`src/rtl/fifo_stream_drain.sv`:
```
// Read-side drain for a synchronous FIFO: issues credit-limited reads, absorbs the one-cycle
// read latency in a two-entry skid buffer and emits fixed-length packets on a valid/ready stream.
module fifo_stream_drain #(
  parameter int unsigned DATA_WIDTH = 32,
  parameter int unsigned PKT_LEN    = 4,
  localparam int unsigned CNT_W     = (PKT_LEN > 1) ? $clog2(PKT_LEN) : 1
) (
  input  logic                  clk,
  input  logic                  rst,
  input  logic                  en,
  output logic                  fifo_cs,
  output logic                  fifo_rd_en,
  input  logic                  fifo_empty,
  input  logic [DATA_WIDTH-1:0] fifo_data,
  output logic                  m_valid,
  input  logic                  m_ready,
  output logic [DATA_WIDTH-1:0] m_data,
  output logic                  m_last,
  output logic [15:0]           pkt_count,
  output logic                  busy
);

  localparam logic [CNT_W-1:0] LastBeat = CNT_W'(PKT_LEN - 1);

  // Skid storage: r_buf0 is always the head, r_buf1 the second entry.
  logic [DATA_WIDTH-1:0] r_buf0;
  logic [DATA_WIDTH-1:0] r_buf1;
  logic [1:0]            r_occ;
  logic                  r_inflight;
  logic [CNT_W-1:0]      r_beat;
  logic [15:0]           r_pkt_count;

  logic [DATA_WIDTH-1:0] w_buf0_nxt;
  logic [DATA_WIDTH-1:0] w_buf1_nxt;
  logic [1:0]            w_occ_nxt;
  logic [CNT_W-1:0]      w_beat_nxt;
  logic [15:0]           w_pkt_count_nxt;
  logic [2:0]            w_credit;
  logic                  w_pop;
  logic                  w_push;
  logic                  w_last_beat;

  assign w_credit    = {1'b0, r_occ} + {2'b00, r_inflight};
  assign w_push      = r_inflight;
  assign w_pop       = m_valid & m_ready;
  assign w_last_beat = (r_beat == LastBeat);

  assign fifo_cs   = en;
  assign m_valid   = (r_occ != 2'd0);
  assign m_data    = r_buf0;
  assign m_last    = m_valid & w_last_beat;
  assign pkt_count = r_pkt_count;
  assign busy      = (r_occ != 2'd0) | r_inflight;

  // A full credit window may still issue when the head leaves this cycle; this keeps the
  // m_ready -> fifo_rd_en path combinational so a full buffer sustains one word per cycle.
  assign fifo_rd_en = en & ~fifo_empty &
                      ((w_credit < 3'd2) | ((w_credit == 3'd2) & w_pop));

  always_comb begin
    w_buf0_nxt = r_buf0;
    w_buf1_nxt = r_buf1;
    w_occ_nxt  = r_occ;
    case (r_occ)
      2'd0: begin
        if (w_push) begin
          w_buf0_nxt = fifo_data;
          w_occ_nxt  = 2'd1;
        end
      end
      2'd1: begin
        case ({w_push, w_pop})
          2'b11: w_buf0_nxt = fifo_data;
          2'b10: begin
            w_buf1_nxt = fifo_data;
            w_occ_nxt  = 2'd2;
          end
          2'b01: w_occ_nxt = 2'd0;
          default: w_occ_nxt = r_occ;
        endcase
      end
      2'd2: begin
        // Credit accounting rules out a push here without a matching pop.
        if (w_pop) begin
          w_buf0_nxt = r_buf1;
          if (w_push) begin
            w_buf1_nxt = fifo_data;
          end else begin
            w_occ_nxt = 2'd1;
          end
        end
      end
      default: w_occ_nxt = 2'd0;
    endcase
  end

  always_comb begin
    w_beat_nxt      = r_beat;
    w_pkt_count_nxt = r_pkt_count;
    if (w_pop) begin
      if (w_last_beat) begin
        w_beat_nxt      = '0;
        w_pkt_count_nxt = r_pkt_count + 16'd1;
      end else begin
        w_beat_nxt = r_beat + CNT_W'(1);
      end
    end
  end

  always_ff @(posedge clk) begin
    if (rst) begin
      r_buf0      <= '0;
      r_buf1      <= '0;
      r_occ       <= 2'd0;
      r_inflight  <= 1'b0;
      r_beat      <= '0;
      r_pkt_count <= 16'd0;
    end else begin
      r_buf0      <= w_buf0_nxt;
      r_buf1      <= w_buf1_nxt;
      r_occ       <= w_occ_nxt;
      r_inflight  <= fifo_rd_en;
      r_beat      <= w_beat_nxt;
      r_pkt_count <= w_pkt_count_nxt;
    end
  end

endmodule

```
`config.mk`:
```
export PLATFORM = sky130hd
export DESIGN_NAME = fifo_stream_drain
export DESIGN_NICKNAME = d
export VERILOG_FILES = /design/src/rtl/fifo_stream_drain.sv
export SDC_FILE = /design/constraint.sdc
export NUM_CORES = 1
export LEC_CHECK = 0
export ABC_AREA = 1
export ABC_CLOCK_PERIOD_IN_PS = 1600
export CORE_UTILIZATION = 43
export DETAILED_ROUTE_END_ITERATION = 12
export MAX_ROUTING_LAYER = met4
export PLACE_DENSITY = 0.7
export SLEW_MARGIN = 20
export SYNTH_ARGS = -nofsm -noshare
export SYNTH_HDL_FRONTEND = slang
export SYNTH_SLANG_ARGS = --single-unit
```
`constraint.sdc`:
```
create_clock -name clk -period 1.6 [get_ports clk]
set_input_delay 0.32 -clock clk [delete_from_list [all_inputs] [get_ports clk]]
set_output_delay 0.32 -clock clk [all_outputs]
set_load 0.01 [all_outputs]
```
==> impl_summary.log <==
[metrics] DIE HEIGHT: 97.4 µm
[metrics] total power per unit cell area: 906 nW/µm²
[metrics] post-layout utilization of the core: 68.0%
[metrics] max-cap viol count: 0
[metrics] EDFF count, synth: 0
[metrics] most common cell type on the critical path: ha_4
[metrics] vias in the first global route: 3702
[metrics] average instance area after synthesis: 7.00 µm²
[metrics] cells along the critical path: ha_4 > inv_2 > ha_4 > a31oi_4 > nor3_2 > buf_2
[metrics] maximum clock frequency: 548 MHz
[metrics] Worst Path Buf+Inv: 2
[metrics] sequential cell area fraction in the yosys report: 43.5%
[metrics] net count of the mapped netlist: 601
[metrics] violations in the final reports: setup timing
[metrics] Initial Util: 44.6%
[metrics] status: finished, violations left
[metrics] standard-cell row count: 34
[metrics] post-synthesis xor/xnor area fraction: 0.224%
[metrics] post-synthesis share of cell area spent on full adders, half adders and majority gates: 1.60%
[metrics] area grow syn2layout: 52.4%
[metrics] die area: 9480 µm²
[metrics] CTS buffer count: 9
[metrics] Worst Max-Slew Pin Slew: 386 ps
[metrics] buffers added on ports: 89
[metrics] Hold Fails Final Rpt: 0
[metrics] complex-gate fraction of the synthesized area: 11.7%
[metrics] cell area after synthesis: 3910 µm²
[metrics] Largest stage delay, worst path: 360 ps
[metrics] Pre-Repair DR Iteration Count: 4
[metrics] final setup violation count: 67
[metrics] vias per cell: 5.08
[metrics] Mapped Cells: 559
[metrics] horizontal extent of the die: 97.4 µm
[metrics] Critical Path Slowest Stage Cell: dfxtp_2
[metrics] post-detailed-route wirelength per cell: 13.9 µm
[metrics] total clock sinks: 85
[metrics] FF+latch count, synth: 85
[metrics] count of antenna-violating nets left after detailed routing: 0
[metrics] Worst Path Max Fanout: 2
[metrics] share of cells above drive strength 1: 26.1%
[metrics] final cycle utilization of the critical path: 114%
[metrics] Yosys cell types: 29
[metrics] leakage power: 2.85 nW
[metrics] most common cell after layout, fill and taps aside: nand2_1
[metrics] most used cells in the layout excluding fill and tap cells: 130 x nand2_1, 88 x nor2_1, 72 x dfxtp_1
[metrics] classification of the worst-slack hold path: reg2reg
[metrics] clock insertion delay at the later pin of the skew report: 350 ps
[metrics] H-Tree Depth: 3
[metrics] pin count of the biggest net entering global routing: 43
[metrics] Final WS setup: -226 ps
[metrics] Slew Limit Fails: 0
[metrics] WL final: 11000 µm
[metrics] DRC viols: 0
[metrics] CTS Root Cell: clkbuf_8
[metrics] worst hold margin: 501 ps
[metrics] area of the multi-input gates: 2230 µm²
[metrics] ANT cells: 0
[metrics] # IOs: 90
[metrics] clock-pin slew on the worst setup and hold paths: 90 ps
[metrics] wire length of the first global-routing pass: 16200 µm
[metrics] worst-case headroom to the max-slew limit: 74.2%
[metrics] maximum vdd drop: 590 µV
[metrics] CTS tree: yes
[metrics] antenna violations before repair: 0
[metrics] multiplexer fraction of the synthesized cell area: 0%
[metrics] initial DRC count: 154
[metrics] Crit Path Category: reg2out
[metrics] fillers: 735
[metrics] post-detailed-placement half-perimeter wirelength: 6600 µm
[metrics] data arrival time of the worst path: 1510 ps
[metrics] total global-route track usage: 21.3%
[metrics] sequential standard cell area: 1720 µm²
[metrics] kind of start point of the critical path: flop
[metrics] data required time of the critical path: 1280 ps
[metrics] global route total overflow: 0
[metrics] basic-gate share of the synthesized area counting and, or, nand and nor cells: 34.6%
[metrics] Total Nets Final: 718
[metrics] Core ar.: 8760 µm²
[metrics] endpoint type of the worst setup path: primary output
[metrics] Max Clock Skew: 9.64 ps
[metrics] commonest register cell after synthesis: dfxtp_1
[metrics] total via count in the routed design: 4008
[metrics] Largest delay share family, worst path: adder cells
[metrics] Hold Buf Count CTS: 0
[metrics] Max Buffers Root-to-Sink: 2
[metrics] weighted congestion at the end of routability-driven global placement: 0.834
[metrics] yosys warns: 0
[metrics] RSZ-0062 raised after global routing: yes
[metrics] post-route minimum period: 1830 ps
[metrics] Async SR Flop Fraction: 0%
[metrics] combinational family with the most area after synthesis: simple AND/OR/NAND/NOR gates
## cell type report
class                      count  area share [%]
tap                          108            2.27
timing repair buffer         133            24.9
clock inverter                 4            1.22
multi-input combinational    412            37.4
inverter                      33            2.58
clock buffer                  12            2.27
timing repair inverter         2           0.525
sequential                    85            28.9
## report_power, final
group | switching [mW] | internal [mW] | total [mW]
Clock | 0.771 | 0.880 | 1.65
Sequential | 0.0907 | 2.28 | 2.37
Combinational | 0.685 | 0.703 | 1.39
Total | 1.55 | 3.86 | 5.41
## path summary, 6_finish.rpt
kind | from | to | slack, ps | cells past startpoint
worst min register to register | pkt_count[14]$_SDFFE_PP0P_ | pkt_count[14]$_SDFFE_PP0P_ | 500 | 2
worst max-delay path | r_inflight$_SDFF_PP0_ | fifo_rd_en | -230 | 6
worst min-delay path | pkt_count[14]$_SDFFE_PP0P_ | pkt_count[14]$_SDFFE_PP0P_ | 500 | 2
worst max register to register | r_occ[0]$_SDFFE_PP0P_ | m_data[1]$_SDFFE_PP0P_ | -130 | 14
## synthesized netlist by cell type (3+ instances only)
cell type / instances / area share (%)
buf_6: 10 / 2.9
nor2_4: 3 / 0.86
nand2_2: 6 / 0.96
nand4_1: 4 / 0.64
inv_2: 3 / 0.29
ha_1: 5 / 1.6
clkbuf_1: 12 / 1.2
buf_2: 3 / 0.38
nor2_1: 123 / 12
a21oi_1: 8 / 1.0
nor2_2: 30 / 4.8
o21ai_0: 43 / 5.5
o21ai_1: 31 / 4.0
dfxtp_1: 85 / 43
nand2_1: 134 / 13
inv_1: 29 / 2.8
nand3_1: 7 / 0.90
nor3_1: 9 / 1.2
buf_4: 4 / 0.77
## worst min-delay path, stage by stage, from the launching register on
cell and delay (ps):
dfxtp_1 340, nand2_1 70, a21oi_1 50
## cells by family (layout without fill, tap and decap cells)
group / Yosys count / in the layout
AOI/OAI and AO/OA: 87 / 87
xor gates and xnor gates: 1 / 1
adders and majority gates: 5 / 5
buffers and inverters: 62 / 184
DFF: 85 / 85
and+or+nand+nor: 319 / 319
## state kept, by name (all words and copies together), names as in the netlist
register	cells
m_data	32
pkt_count	16
r_beat	2
r_buf1	32
r_occ	2
r_inflight	1
## through the flow
step           power (mW)  setup slack, ps  area (µm²)  TNS (ps)  instances
6_report             5.41             -226        5960     -4450        789
3_5_place_dp         3.44             -510        5040    -14230        758
4_1_cts              5.08             -234        5290      -409        775
5_1_grt              5.63             -303        5960     -9320        789
3_3_place_gp         3.42             -487        5040    -13910        758
2_1_floorplan        2.95             6.05        3920         0        559
## layer usage
metal	global-route usage (%)	part of all wire (%)	up-vias
met2	37.2	51	120
met5	-	0	-
met3	4.60	4.6	10
met4	5.09	1.1	0
met1	24.8	44	1880
li1	-	-	1998
## what timing repair did
item,CTS,global route
gates resized for setup,52,153
cloned,0,6
setup buffers,1,8
endpoints found under the setup margin,54,86
pin swaps,2,12
No activity file was read; power rests on OpenSTA's default activity.
